## config.mk

```make
export PLATFORM = sky130hd
export DESIGN_NAME = vga_update_sequencer
export DESIGN_NICKNAME = d
export VERILOG_FILES = /design/src/rtl/vga_seq_pkg.sv /design/src/rtl/vga_bus_arbiter.sv /design/src/rtl/vga_update_sequencer.sv
export SDC_FILE = /design/constraint.sdc
export NUM_CORES = 1
export LEC_CHECK = 0
export CORE_MARGIN = 2
export CORE_UTILIZATION = 30
export DETAILED_ROUTE_END_ITERATION = 12
export SLEW_MARGIN = 30
export SYNTH_ARGS = -nofsm -noshare
export SYNTH_HDL_FRONTEND = slang
export SYNTH_HIERARCHICAL = 1
export SYNTH_SLANG_ARGS = --single-unit
```

## constraint.sdc

```tcl
create_clock -name reloj_interno -period 6.7 [get_ports reloj_interno]
set_input_delay 1.005 -clock reloj_interno [delete_from_list [all_inputs] [get_ports reloj_interno]]
set_output_delay 1.005 -clock reloj_interno [all_outputs]
set_load 0.02 [all_outputs]
```

## src/rtl/vga_seq_pkg.sv

```systemverilog
// Shared definitions for the VGA update sequencer: port map, FSM states, snapshot layout.
// Also holds the helper that turns a snapshot and write index into the byte for that port.
package vga_seq_pkg;

  localparam logic [7:0] PORT_AGNO_H   = 8'h04;
  localparam logic [7:0] PORT_AGNO_L   = 8'h05;
  localparam logic [7:0] PORT_MESSE_H  = 8'h06;
  localparam logic [7:0] PORT_MESSE_L  = 8'h07;
  localparam logic [7:0] PORT_GIORNO_H = 8'h08;
  localparam logic [7:0] PORT_GIORNO_L = 8'h09;
  localparam logic [7:0] PORT_HORO_H   = 8'h0a;
  localparam logic [7:0] PORT_HORO_L   = 8'h0b;
  localparam logic [7:0] PORT_MORO_H   = 8'h0c;
  localparam logic [7:0] PORT_MORO_L   = 8'h0d;
  localparam logic [7:0] PORT_SORO_H   = 8'h0e;
  localparam logic [7:0] PORT_SORO_L   = 8'h0f;
  localparam logic [7:0] PORT_HRUN_H   = 8'h10;
  localparam logic [7:0] PORT_HRUN_L   = 8'h11;
  localparam logic [7:0] PORT_MRUN_H   = 8'h12;
  localparam logic [7:0] PORT_MRUN_L   = 8'h13;
  localparam logic [7:0] PORT_SRUN_H   = 8'h14;
  localparam logic [7:0] PORT_SRUN_L   = 8'h15;
  localparam logic [7:0] PORT_FLAGS    = 8'h16;
  localparam logic [7:0] PORT_CURSOR   = 8'h17;
  localparam logic [7:0] PORT_PROG     = 8'h18;
  localparam logic [7:0] PORT_HS       = 8'h19;

  localparam int         NUM_DATA_WRITES = 21;
  localparam logic [4:0] IDX_LAST        = 5'(NUM_DATA_WRITES - 1);

  typedef enum logic [2:0] {
    ST_IDLE,
    ST_SEND,
    ST_WAIT_VB,
    ST_COMMIT,
    ST_RELEASE,
    ST_DONE
  } state_t;

  typedef struct packed {
    logic [7:0] agno;
    logic [7:0] messe;
    logic [7:0] giorno;
    logic [7:0] h_oro;
    logic [7:0] m_oro;
    logic [7:0] s_oro;
    logic [7:0] h_run;
    logic [7:0] m_run;
    logic [7:0] s_run;
    logic       am_pm;
    logic       formato;
    logic [2:0] cursor;
    logic [7:0] prog;
  } snap_t;

  // BCD fields go out one digit per port, tens first.
  function automatic logic [7:0] snap_byte(input snap_t s, input logic [4:0] idx);
    snap_byte = 8'h00;
    case (idx)
      5'd0:  snap_byte = {4'h0, s.agno[7:4]};
      5'd1:  snap_byte = {4'h0, s.agno[3:0]};
      5'd2:  snap_byte = {4'h0, s.messe[7:4]};
      5'd3:  snap_byte = {4'h0, s.messe[3:0]};
      5'd4:  snap_byte = {4'h0, s.giorno[7:4]};
      5'd5:  snap_byte = {4'h0, s.giorno[3:0]};
      5'd6:  snap_byte = {4'h0, s.h_oro[7:4]};
      5'd7:  snap_byte = {4'h0, s.h_oro[3:0]};
      5'd8:  snap_byte = {4'h0, s.m_oro[7:4]};
      5'd9:  snap_byte = {4'h0, s.m_oro[3:0]};
      5'd10: snap_byte = {4'h0, s.s_oro[7:4]};
      5'd11: snap_byte = {4'h0, s.s_oro[3:0]};
      5'd12: snap_byte = {4'h0, s.h_run[7:4]};
      5'd13: snap_byte = {4'h0, s.h_run[3:0]};
      5'd14: snap_byte = {4'h0, s.m_run[7:4]};
      5'd15: snap_byte = {4'h0, s.m_run[3:0]};
      5'd16: snap_byte = {4'h0, s.s_run[7:4]};
      5'd17: snap_byte = {4'h0, s.s_run[3:0]};
      5'd18: snap_byte = {3'b000, s.am_pm, 3'b000, s.formato};
      5'd19: snap_byte = {5'b00000, s.cursor};
      5'd20: snap_byte = s.prog;
      default: snap_byte = 8'h00;
    endcase
  endfunction

endpackage

```

## src/rtl/vga_bus_arbiter.sv

```systemverilog
// Fixed-priority port bus mux (CPU over sequencer) with registered outputs, 1-cycle latency.
// grant tells the sequencer its request was taken this cycle; otherwise it must retry.
module vga_bus_arbiter
  import vga_seq_pkg::*;
(
  input  logic       reloj_interno,
  input  logic       reset_interno,
  input  logic       cpu_strobe,
  input  logic [7:0] cpu_id,
  input  logic [7:0] cpu_dato,
  input  logic       seq_req,
  input  logic [7:0] seq_id,
  input  logic [7:0] seq_dato,
  output logic       grant,
  output logic [7:0] id_port,
  output logic [7:0] dato,
  output logic       write_strobe
);

  assign grant = seq_req & ~cpu_strobe;

  // Address/data hold their last value when nobody writes.
  always_ff @(posedge reloj_interno or posedge reset_interno) begin
    if (reset_interno) begin
      id_port      <= 8'h00;
      dato         <= 8'h00;
      write_strobe <= 1'b0;
    end else begin
      write_strobe <= cpu_strobe | seq_req;
      if (cpu_strobe) begin
        id_port <= cpu_id;
        dato    <= cpu_dato;
      end else if (seq_req) begin
        id_port <= seq_id;
        dato    <= seq_dato;
      end
    end
  end

endmodule

```

## src/rtl/vga_update_sequencer.sv

```systemverilog
// Snapshots clock/date/chrono/cursor state on start, streams it to VGA ports 0x04..0x18,
// then commits on port 0x19 at the next vsync edge; the CPU always wins the shared bus.
module vga_update_sequencer
  import vga_seq_pkg::*;
#(
  parameter logic [7:0] HS_VALUE         = 8'h01,
  parameter bit         VSYNC_ACTIVE_LOW = 1'b1,
  parameter bit         WAIT_VBLANK      = 1'b1
) (
  input  logic       reloj_interno,
  input  logic       reset_interno,
  input  logic       start,
  input  logic [7:0] agno,
  input  logic [7:0] messe,
  input  logic [7:0] giorno,
  input  logic [7:0] h_oro,
  input  logic [7:0] m_oro,
  input  logic [7:0] s_oro,
  input  logic [7:0] h_run,
  input  logic [7:0] m_run,
  input  logic [7:0] s_run,
  input  logic       am_pm,
  input  logic       formato,
  input  logic [2:0] cursor,
  input  logic [7:0] prog,
  input  logic       vsync_in,
  input  logic [7:0] cpu_id,
  input  logic [7:0] cpu_dato,
  input  logic       cpu_strobe,
  output logic [7:0] id_port,
  output logic [7:0] dato,
  output logic       write_strobe,
  output logic       busy,
  output logic       done
);

  state_t     state_q, state_d;
  logic [4:0] idx_q, idx_d;
  snap_t      snap_q;
  logic       capture;
  logic       seq_req;
  logic [7:0] seq_id;
  logic [7:0] seq_dato;
  logic       grant;
  logic       vs_act, vs_prev, vs_edge;

  // Edge into the sync pulse; a pulse already running when WAIT_VB is entered never qualifies.
  assign vs_act  = VSYNC_ACTIVE_LOW ? ~vsync_in : vsync_in;
  assign vs_edge = vs_act & ~vs_prev;

  always_ff @(posedge reloj_interno or posedge reset_interno) begin
    if (reset_interno) begin
      state_q <= ST_IDLE;
      idx_q   <= 5'd0;
      snap_q  <= '0;
      vs_prev <= 1'b0;
      busy    <= 1'b0;
      done    <= 1'b0;
    end else begin
      state_q <= state_d;
      idx_q   <= idx_d;
      vs_prev <= vs_act;
      busy    <= (state_d != ST_IDLE);
      done    <= (state_q == ST_DONE);
      if (capture) begin
        snap_q <= '{agno: agno, messe: messe, giorno: giorno,
                    h_oro: h_oro, m_oro: m_oro, s_oro: s_oro,
                    h_run: h_run, m_run: m_run, s_run: s_run,
                    am_pm: am_pm, formato: formato, cursor: cursor, prog: prog};
      end
    end
  end

  always_comb begin
    state_d  = state_q;
    idx_d    = idx_q;
    capture  = 1'b0;
    seq_req  = 1'b0;
    seq_id   = PORT_AGNO_H + {3'b000, idx_q};
    seq_dato = snap_byte(snap_q, idx_q);
    case (state_q)
      ST_IDLE: begin
        if (start) begin
          capture = 1'b1;
          idx_d   = 5'd0;
          state_d = ST_SEND;
        end
      end
      ST_SEND: begin
        seq_req = 1'b1;
        if (grant) begin
          if (idx_q == IDX_LAST) begin
            state_d = WAIT_VBLANK ? ST_WAIT_VB : ST_COMMIT;
          end else begin
            idx_d = idx_q + 5'd1;
          end
        end
      end
      ST_WAIT_VB: begin
        if (vs_edge) state_d = ST_COMMIT;
      end
      ST_COMMIT: begin
        seq_req  = 1'b1;
        seq_id   = PORT_HS;
        seq_dato = HS_VALUE;
        if (grant) state_d = ST_RELEASE;
      end
      ST_RELEASE: begin
        seq_req  = 1'b1;
        seq_id   = PORT_HS;
        seq_dato = 8'h00;
        if (grant) state_d = ST_DONE;
      end
      ST_DONE: begin
        state_d = ST_IDLE;
      end
      default: state_d = ST_IDLE;
    endcase
  end

  vga_bus_arbiter u_arb (
    .reloj_interno (reloj_interno),
    .reset_interno (reset_interno),
    .cpu_strobe    (cpu_strobe),
    .cpu_id        (cpu_id),
    .cpu_dato      (cpu_dato),
    .seq_req       (seq_req),
    .seq_id        (seq_id),
    .seq_dato      (seq_dato),
    .grant         (grant),
    .id_port       (id_port),
    .dato          (dato),
    .write_strobe  (write_strobe)
  );

endmodule

```

After elaboration in Yosys (flattened, before gate mapping)
Index checks and enable logic that the tools add are counted.

$add $sub $neg: 2. Multiplexer cells: 21. Reduce and logical (&&, ||, !) cells: 8. Eq/ne operators: 28. Bitwise operators: 6.

Operators with widths (number): $pmux W8 S21 (1); $eq A5 B4 Y1 const B (8); $mux W8 (4); $eq A5 B5 Y1 const B (5); $eq A5 B3 Y1 const B (4); $mux W3 (6); $pmux W8 S2 (1); $mux W5 (3); $pmux W3 S5 (1); $eq A5 B2 Y1 const B (2); $pmux W5 S2 (1); $add A3 B5 Y6 const A (1); $eq A3 B2 Y1 const B (2); $eq A3 B3 Y1 const B (2); $mux W6 (1); $ne A2 B2 Y1 const B (3); $add A5 B1 Y5 const B (1); $eq A5 B1 Y1 const B (1); $logic_not A5 Y1 (1); $reduce_and A4 Y1 (1); $reduce_bool A2 Y1 (2); $eq A3 B1 Y1 const B (1); $logic_not A3 Y1 (1); $mux W1 (3); other kinds (6) (9).

Input bits: 106. Word-level logic and storage cells: 86. Bits in registers: 113. Output and inout bits: 19.

Depth between registers and ports, before layout
Gate-level depths: netlist (run 1).

Depth in word-level cells: 7. Mapped depth: 14. Mapped depth without buffers: 10.

Cells and area by module
The synthesis (run 1) kept the hierarchy.

Modules (own cells, without submodules): vga_update_sequencer (instances 1, seq. area each 2402.3 µm², cells each 384, area an instance 4670.7 µm²); vga_bus_arbiter (instances 1, seq. area each 425.4 µm², cells each 73, area an instance 787.0 µm²).

Least setup slack after synthesis (run 1)
OpenSTA, ideal clock, no wires.

Kind: reg2reg. Start point: reg state_q[2]. End point: reg busy. Library setup time: 0.131 ns. Data required time: 6.569 ns. Stages on the path, launching flop included: 13. Path slack: 4.052 ns. Arrival time: 2.516 ns. Path buffers: 4. Period minus slack after synthesis: 2.648 ns. Cell sequence: dfrtp_1 -> buf_6 -> or3b_1 -> buf_4 -> nand2_1 -> buf_6 -> buf_12 -> nor2b_1 -> inv_1 -> a21oi_1 -> nor2_1 -> a311o_1 -> or3_1.

Cells in the longest elaborated chain, start to end: 7. Elaborated cells on any way between the ends: 16. Those cells by class: eq/ne (4); mux (8); bitwise (1); reduce/logical (3).

Ends and longest elaborated chain: from (decl) (line vga_update_sequencer.sv:37) `state_t state_q, state_d;`; from (signal assigned) (line vga_update_sequencer.sv:60) `state_q <= state_d;`; $eq A3 B3 Y1 (tied with other cells) (line vga_update_sequencer.sv:81) `case (state_q)`; $reduce_or A3 Y1 (no source line) *; $mux W1 * (line vga_update_sequencer.sv:81); net seq_req (line vga_update_sequencer.sv:41) `logic seq_req;`; $and A1 B1 Y1 * (line vga_bus_arbiter.sv:20) `assign grant = seq_req & ~cpu_strobe;`; net grant (line vga_update_sequencer.sv:44) `logic grant;`; $mux W3 (on tied branches) (line vga_update_sequencer.sv:112, vga_update_sequencer.sv:91, vga_update_sequencer.sv:106); $pmux W3 S5 * (line vga_update_sequencer.sv:81); net state_d[0] (line vga_update_sequencer.sv:37); $reduce_bool A3 Y1 * (line vga_update_sequencer.sv:63) `busy <= (state_d != ST_IDLE);`; to (signal assigned) (line vga_update_sequencer.sv:63); to (decl) (line vga_update_sequencer.sv:33) `output logic busy,`.

Mark *: on every way through the listed nets, which the timed path passes. The rest lies on a longest branch. A chain may end at the register's enable or synchronous reset.

Final worst setup path (run 1)
Start point: reg state_q[0]. End point: reg busy.

The elaborated chain is that of the path after synthesis.

==> results.tsv, run 1 <==
metric	value	unit
status	finished, final reports clean	
clk sinks	113	
fin crit period	3.388	ns
# IOs	125	
Main synth FF type	dfrtp_1	
crit-path most repeated cell	nand2_1	
CP arrival	3.68	ns
Total Nets Final	682	
Crit path max-delay family	simple AND/OR/NAND/NOR gates	
Root Driver	clkbuf_16	
detailed placer's ending HPWL	10420	µm
layout cells sized above 1	21.21	%
first-pass GRT wire length	24180	µm
Worst-Skew Late Latency	0.41	ns
PwrDens	460.6	nW/µm²
Max Fclk	295.1	MHz
Cells after Synth	457	
Slew @ Worst Pin	0.9455	ns
ANT cells	0	
sequential share of the synthesized area	51.81	%
first-iteration detailed-routing DRC count	294	
Synth Area in Adders	2.063	%
Yosys reg bits	113	
Via density	5.042	
CTS max path bufs	2	
IO Port Bufs	124	
synth unique cells	56	
overall power	0.003420	W
Post-synth EDFFs	0	
Max IR drop VDD	0.0002389	V
Crit path largest cell delay	0.78	ns
setup bufs post-CTS	0	
gpl congestion	0.7817	
ANT nets after route	0	
TritonCTS clock tree	yes	
cts hold-fix bufs	0	
Post-Synth Simple-Gate Area	8.345	%
Initial Util	30.49	%
clock-pin slew on the worst setup and hold paths	0.05	ns
Max-Slew Margin vs Limit	36.81	%
slowest CP cell	nand2_1	
die height	138.9	µm
core area	17900	µm²
Worst Path Required	6.99	ns
total CTS buffers	17	
Die Area	19290	µm²
post-synth top area cell	dfrtp_1	
Pre-antenna DRT Iters	5	
fillers	1712	
GR Overflow Total	0	
DRC	0	
setup TNS	0	ns
RSZ-0062 raised after global routing	false	
largest net degree at the start of global routing	89	
Synth Area in XOR/XNOR	0.4814	%
Synth Cell Area	5458	µm²
commonest non-fill, non-tap cell in the layout	clkdlybuf4s50_1	
Tcrit/Tclk final	50.57	%
Setup crit end kind	flip-flop	
synthesis-to-layout area growth	36.04	%
Max Cap Viol	0	
min-delay worst type	flip-flop to flip-flop	
critical path type	flip-flop to flip-flop	
area share of the leading cell type in the synthesized netlist	51.81	%
largest family of logic cells by synthesized area	multiplexers	
Synth Area in Compound Gates	12.01	%
Buf+Inv Stages, Crit Path	0	
vias in the first global route	4406	
Clock Skew	0.009157	ns
Final Hold Violating Endpoints	0	
antenna violations before repair	1	
CP Max Fanout	18	
gr usage total	16.09	%
Area contributors post-synth	dfrtp_1, mux2_2, mux2i_1	
CTS resizes	0	
Critical Path Source Type	flip-flop	
die width	138.9	µm
Final Max Tran Viols	0	
H-Tree Depth	4	
most frequent cells in the layout	clkdlybuf4s50_1, dfrtp_1, mux2_2	
P_leak	3.216	nW
final setup fails	0	
crit-path cells	nand2_1, nor2_1, a21oi_1, nand2_1, nor2b_1, nand2_1, nor2_1, nand2_1, a21oi_1, or3_1	
post-synthesis mux area share	20.66	%
vias	4079	
post-DR wirelength/cell	18.65	µm
Syn. warnings	6	
final WL	15080	µm
Core Rows	49	
Async SR Flop Fraction	100.0	%
Synth Area per Inst	11.94	µm²
==> per-layer routing <==
| metal | track usage (%) | vias to the layer above | share of wire [%] |
|---|---|---|---|
| met3 | 4.903 | 18 | 6.1 |
| met1 | 21.27 | 2046 | 46 |
| met5 | 0 | - | 0 |
| met4 | 5.742 | 0 | 1.5 |
| li1 | - | 1880 | - |
| met2 | 25.10 | 135 | 47 |
==> where the power goes <==
group	switching (W)	internal [W]
combinational	0.000646	0.000636
sequential	0.000196	0.000986
clock	0.000305	0.000651
total	0.00115	0.00227
==> final cells by class <==
cell class                 instances  area (µm²)  share of cell area (%)
multi-input combinational        299        2385                   32.12
clock buffer                      23       478.0                   6.437
sequential                       113        2828                   38.09
timing repair buffer             126        1255                   16.90
clock inverter                     9       152.6                   2.056
inverter                          10       40.04                  0.5393
tap                              229       286.5                   3.859
==> cells by family (layout without fill, tap and decap cells) <==
logic type,after synthesis,count (layout)
DFF,113,113
adders and majority gates,9,9
xor gates and xnor gates,3,3
and+or+nand+nor,92,92
AOI/OAI and AO/OA,91,91
muxes,102,102
buffers and inverters,46,168
other,1,2
==> worst reg2reg max path: cells and delay by family, from the launching register on <==
kind,cells,cell delay (ns)
and+or+nand+nor,8,2.08
DFF,1,0.47
AOI/OAI and AO/OA,2,0.72
==> worst paths after layout <==
kind | start | end | slack, ns | cells past startpoint
min in group asynchronous | reset_interno | snap_q[7] | 1.00 | 2
worst max register to register | state_q[0] | busy | 3.31 | 10
worst min-delay path | snap_q[61] | snap_q[61] | 0.50 | 1
max in group asynchronous | reset_interno | snap_q[83] | 4.51 | 3
worst min register to register | snap_q[61] | snap_q[61] | 0.50 | 1
worst max-delay path | state_q[0] | busy | 3.31 | 10
==> metrics by stage <==
stage                     cell area, µm²  instances  util, %  setup WS (ns)  hold WS (ns)
after global placement              6795        777    37.96          3.091        0.4872
after CTS                           7430        809    41.50          3.296        0.5088
final                               7425        809    41.47          3.312        0.5038
after detailed placement            6799        777    37.98          3.055        0.4966
after global routing                7425        809    41.47          3.001        0.5148
after floorplan                     5461        458        -          3.190        0.4720
==> flip-flops by register name, summed over array words and instances (netlist names) <==
signal	flops
busy	1
done	1
u_arb/id_port	8
snap_q	85
idx_q	5
u_arb/dato	8
vs_prev	1
u_arb/write_strobe	1
state_q	3
==> cells in the mapped netlist, drive strengths merged, types with 2 or more instances <==
master	instances
or2	2
xnor2	3
nand3	7
a22oi	10
ha	9
o21a	2
a221o	2
a221oi	2
a22o	14
o221ai	2
nor3	2
a211oi	2
nand2	42
nor2	14
and2	3
o21ai	27
a21oi	9
mux2	85
dfrtp	113
nor2b	5
nor4b	2
buf	25
o211ai	3
mux2i	17
inv	10
a222oi	5
clkbuf	11
and3	4
nand4	4
Note: power is estimated with default switching activity, not from simulation.
==> inputs of run 2 (changes only) <==
==> constraint.sdc (replaced) <==
create_clock -name reloj_interno -period 3 [get_ports reloj_interno]
set_input_delay 0.45 -clock reloj_interno [delete_from_list [all_inputs] [get_ports reloj_interno]]
set_output_delay 0.45 -clock reloj_interno [all_outputs]
set_load 0.02 [all_outputs]
==> results.tsv, run 2 (same netlist as run 1, synthesis figures left out) <==
metric	value	unit	change
core area	17900	µm²	unchanged
gr usage total	16.18	%	+0.097 points
non-filler cells, final	823		+1.7%
GR Overflow Total	0		unchanged
status	finished, final reports clean		
most frequent cells in the layout	clkdlybuf4s50_1, dfrtp_1, mux2_2		
Int Power	0.004934	W	+120%
Initial Util	30.49	%	unchanged
cts hold-fix bufs	0		unchanged
Reg with most FFs	snap_q		
gpl congestion	0.8249		+5.5%
Switching Share	34.89	%	+1.3 points
ANT nets after route	0		unchanged
slowest CP cell	o21ai_0		
CP arrival	2.96	ns	-0.72 ns
min-delay worst type	primary input to asynchronous set/reset pin		
H-Tree Depth	4		unchanged
Pre-antenna DRT Iters	5		unchanged
die width	138.9	µm	unchanged
layout cells sized above 1	23.23	%	+2.0 points
setup TNS	0	ns	unchanged
ANT cells	0		unchanged
TritonCTS clock tree	yes		
crit path from	idx_q[2]		
Max Fclk	374.6	MHz	+27%
Core Rows	49		unchanged
clk sinks	113		unchanged
synthesis-to-layout area growth	37.30	%	
R2R depth	10		unchanged
worst hold slack	0.4377	ns	-0.06607 ns
final WL	15080	µm	unchanged
Psw	0.002644	W	+130%
Clock Skew	0.005220	ns	-0.003937 ns
PwrDens	1011	nW/µm²	+120%
Critical Path Source Type	flip-flop		
overall power	0.007577	W	+120%
Total Nets Final	696		+2.1%
critical path type	flip-flop to flip-flop		
Slew @ Worst Pin	0.6684	ns	-0.2771 ns
Final Max Tran Viols	0		unchanged
commonest non-fill, non-tap cell in the layout	clkdlybuf4s50_1		
Max-Slew Margin vs Limit	54.97	%	+18 points
DRC	0		unchanged
RSZ-0062 raised after global routing	false		
# IOs	125		unchanged
Seq pwr share	34.6	%	about the same
IO Port Bufs	124		unchanged
first-pass GRT wire length	24260	µm	+0.34%
Root Driver	clkbuf_16		
final setup fails	0		unchanged
largest net degree at the start of global routing	63		-29%
Setup crit end kind	flip-flop		
crit-path most repeated cell	o21ai_0		
Die Area	19290	µm²	unchanged
first-iteration detailed-routing DRC count	186		-37%
Worst Path Required	3.29	ns	-3.70 ns
Worst R2R Setup Slack	0.33	ns	-2.98 ns
die height	138.9	µm	unchanged
Max IR drop VDD	0.0005898	V	+150%
total CTS buffers	17		unchanged
Worst R2R Start	idx_q[2]		
top flop regs	snap_q (85), u_arb/dato (8), u_arb/id_port (8)		
CP Max Fanout	14		-4
clock-pin slew on the worst setup and hold paths	0.05	ns	about the same
vias in the first global route	4386		-0.45%
antenna violations before repair	0		-1
crit-path cells	inv_1, ha_1, nor2b_1, o21ai_0, o211ai_1, o21ai_0, buf_4, o22ai_1, mux2i_1, o21ai_1		
setup bufs post-CTS	0		unchanged
combinational share of power	39.8	%	+2.3 points
Cells after DPL	791		+1.8%
Crit path largest cell delay	0.56	ns	-0.22 ns
clock network fraction of design power	25.6	%	-2.4 points
detailed placer's ending HPWL	10850	µm	+4.2%
Reg2Reg Capture Point	u_arb/dato[0]		
fin crit period	2.670	ns	-0.7186 ns
Max Cap Viol	0		unchanged
Tcrit/Tclk final	88.99	%	+38 points
vias	4152		+1.8%
Final Hold Violating Endpoints	0		unchanged
P_leak	3.257	nW	+1.3%
max FFs per register	85		unchanged
CTS max path bufs	2		unchanged
post-DR wirelength/cell	18.33	µm	-1.7%
CTS resizes	0		unchanged
Worst-Skew Late Latency	0.42	ns	about the same
Via density	5.045		about the same
## run 2: per-stage QoR
step / instance area [µm²] / setup slack (ns) / utilization (%)
6_report: 7493 / 0.3303 / 41.86
2_1_floorplan: 5461 / 0.04463 / -
3_5_place_dp: 6925 / 0.3615 / 38.68
4_1_cts: 7493 / 0.3478 / 41.86
5_1_grt: 7493 / 0.1378 / 41.86
3_3_place_gp: 6925 / 0.4725 / 38.68
## run 2: critical path: cells and delay by family (launching register included)
family | cells | cell delay (ns)
AOI/OAI and AO/OA | 5 | 0.97
DFF | 1 | 0.43
adders and majority gates | 1 | 0.42
buffers and inverters | 2 | 0.35
and+or+nand+nor | 1 | 0.22
muxes | 1 | 0.16
## run 2: power groups by stage
stage | Sequential, W | Combinational [W] | Clock, W
2_1_floorplan | 0.00257 | 0.00209 | 0
3_3_place_gp | 0.00261 | 0.00293 | 0
3_5_place_dp | 0.00265 | 0.00301 | 0
4_1_cts | 0.00262 | 0.00303 | 0.00199
5_1_grt | 0.00271 | 0.00328 | 0.00206
6_report | 0.00262 | 0.00302 | 0.00194
## run 2: worst max-delay path by stage
stage	end	slack [ns]	cells after the start
floorplan	busy	0.04	1
global placement	busy	0.47	8
detailed placement	busy	0.36	8
CTS	busy	0.35	8
global route	busy	0.14	8
finish	u_arb/dato[0]	0.33	10
## run 2: layer usage
layer | up-vias | routed length (µm) | track usage [%] | share of wire [%]
li1 | 1911 | - | - | -
met1 | 2080 | 6787 | 21.97 | 45
met2 | 144 | 7263 | 25.18 | 48
met3 | 17 | 861 | 4.731 | 5.7
met4 | 0 | 172 | 4.838 | 1.1
met5 | - | 0 | 0 | 0
## run 2: cell type report
| class | count | area (µm²) |
|---|---|---|
| Clock buffer | 18 | 429.2 |
| Clock inverter | 14 | 138.9 |
| Fill cell | 1719 | 10410 |
| Inverter | 10 | 40.04 |
| Multi-Input combinational cell | 299 | 2385 |
| Tap cell | 229 | 286.5 |
| Sequential cell | 113 | 2828 |
| Timing Repair Buffer | 140 | 1386 |
==> inputs of run 3 (changes only) <==
==> constraint.sdc (replaced) <==
create_clock -name reloj_interno -period 2.25 [get_ports reloj_interno]
set_input_delay 0.45 -clock reloj_interno [delete_from_list [all_inputs] [get_ports reloj_interno]]
set_output_delay 0.45 -clock reloj_interno [all_outputs]
set_load 0.02 [all_outputs]
==> results.tsv, run 3 (same netlist as run 1, synthesis figures left out) <==
metric	value	unit	change
status	finished, final reports clean		
Initial Util	30.49	%	unchanged
die height	138.9	µm	unchanged
max FFs per register	85		unchanged
Area after DPL	7174	µm²	+3.6%
die width	138.9	µm	unchanged
Total Nets Final	725		+4.2%
CTS max path bufs	2		unchanged
largest net degree at the start of global routing	97		+54%
layout cells sized above 1	32.10	%	+8.9 points
GR Overflow Total	0		unchanged
IO Port Bufs	124		unchanged
Pre-antenna DRT Iters	5		unchanged
commonest non-fill, non-tap cell in the layout	clkdlybuf4s50_1		
vias	4213		+1.5%
detailed placer's ending HPWL	11390	µm	+4.9%
Tcrit/Tclk final	97.26	%	+8.3 points
cts hold-fix bufs	0		unchanged
GRT Max-Usage Layer	met2		
final WL	15760	µm	+4.5%
final setup fails	0		unchanged
Worst Path Required	2.54	ns	-0.75 ns
TritonCTS clock tree	yes		
P_leak	3.501	nW	+7.5%
RSZ-0062 raised after global routing	true		
Die Area	19290	µm²	unchanged
Via density	4.945		-2.0%
met2 usage	24.94	%	-0.23 points
critical path type	flip-flop to flip-flop		
CP arrival	2.48	ns	-0.48 ns
Final Max Tran Viols	0		unchanged
top flop regs	snap_q (85), u_arb/dato (8), u_arb/id_port (8)		
most frequent cells in the layout	clkdlybuf4s50_1, dfrtp_1, mux2_2		
Critical Path Source Type	flip-flop		
antenna violations before repair	0		unchanged
fillers	1606		-6.6%
Slew @ Worst Pin	0.6554	ns	-0.01293 ns
Max Cap Viol	0		unchanged
H-Tree Depth	4		unchanged
first-pass GRT wire length	24250	µm	about the same
synthesis-to-layout area growth	49.01	%	
# IOs	125		unchanged
routing usage on met1	22.54	%	+0.56 points
Final Hold Violating Endpoints	0		unchanged
fin crit period	2.188	ns	-0.4812 ns
Design Area, Final	8133	µm²	+8.5%
Cells after DPL	811		+2.5%
PwrDens	1426	nW/µm²	+41%
Root Driver	clkbuf_16		
first-iteration detailed-routing DRC count	262		+41%
DRC	0		unchanged
clk sinks	113		unchanged
ANT nets after route	0		unchanged
total CTS buffers	17		unchanged
Setup crit end kind	flip-flop		
Worst-Skew Late Latency	0.41	ns	about the same
post-DR wirelength/cell	18.50	µm	+0.94%
ANT cells	0		unchanged
Max IR drop VDD	0.0007370	V	+25%
crit path from	idx_q[3]		
Reg with most FFs	snap_q		
non-filler cells, final	852		+3.5%
Hold Path Origin	snap_q[7]		
Max Fclk	456.9	MHz	+22%
gpl congestion	0.8251		about the same
Core Rows	49		unchanged
core area	17900	µm²	unchanged
min-delay worst type	flip-flop to flip-flop		
Clock Skew	0.007564	ns	+0.002344 ns
gr usage total	16.15	%	-0.031 points
M3 GR Usage	4.178	%	-0.55 points
CP Max Fanout	7		-7
Max-Slew Margin vs Limit	56.26	%	+1.3 points
overall power	0.01159	W	+53%
Worst R2R Start	idx_q[3]		
vias in the first global route	4444		+1.3%
clock-pin slew on the worst setup and hold paths	0.06	ns	about the same
run 3: path summary, 6_finish.rpt:
path | cells after the start | end | slack (ns)
max in group asynchronous | 3 | idx_q[2] | 1.25
hold reg to reg | 1 | snap_q[7] | 0.50
setup reg to reg | 11 | u_arb/dato[2] | 0.06
setup / recovery | 11 | u_arb/dato[2] | 0.06
min in group asynchronous | 2 | u_arb/id_port[5] | 0.55
hold / removal | 1 | snap_q[7] | 0.50
run 3: timing repair:
item                       in CTS  in global routing
pin swaps                       1                 16
buffers inserted                0                 10
setup endpoints to repair       4                  5
gates resized for setup         8                 41
run 3: layer usage:
layer / wire length [µm] / up-vias
met5: 0 / -
met4: 243 / 0
met3: 862 / 22
met2: 7353 / 160
met1: 7303 / 2061
li1: - / 1970
run 3: final cells by class:
| cell class | instances | area, µm² | share of cell area (%) |
|---|---|---|---|
| inverter | 10 | 46.29 | 0.5692 |
| tap | 229 | 286.5 | 3.523 |
| clock buffer | 22 | 484.2 | 5.954 |
| multi-input combinational | 299 | 2587 | 31.82 |
| timing repair buffer | 169 | 1694 | 20.83 |
| clock inverter | 10 | 202.7 | 2.492 |
| sequential | 113 | 2831 | 34.82 |
run 3: power breakdown:
part	switching (W)	internal [W]	total [W]
Clock	0.000907	0.00219	0.00309
Combinational	0.00226	0.00261	0.00487
Sequential	0.000680	0.00295	0.00363
run 3: worst max-delay path, cell delays in order (launching register included):
cell and delay [ns]:
dfrtp_2 0.43, buf_4 0.15, ha_4 0.17, and2_1 0.16, ha_2 0.21, nand2_1 0.08, o21ai_0 0.09, a31o_2 0.22
a211oi_1 0.20, a31oi_2 0.14, mux2i_1 0.15, o21ai_1 0.07
run 3: per-stage QoR:
step	hold slack, ns	worst slack, ns	setup TNS (ns)	util (%)
4_1_cts	0.5007	0.008944	0	44.12
5_1_grt	0.5216	-0.04778	-0.1026	45.43
3_3_place_gp	0.4829	-0.2229	-0.2229	40.08
3_5_place_dp	0.4895	-0.3110	-0.3921	40.08
6_report	0.4981	0.06154	0	45.43
2_1_floorplan	0.3761	-0.2030	-0.2030	-
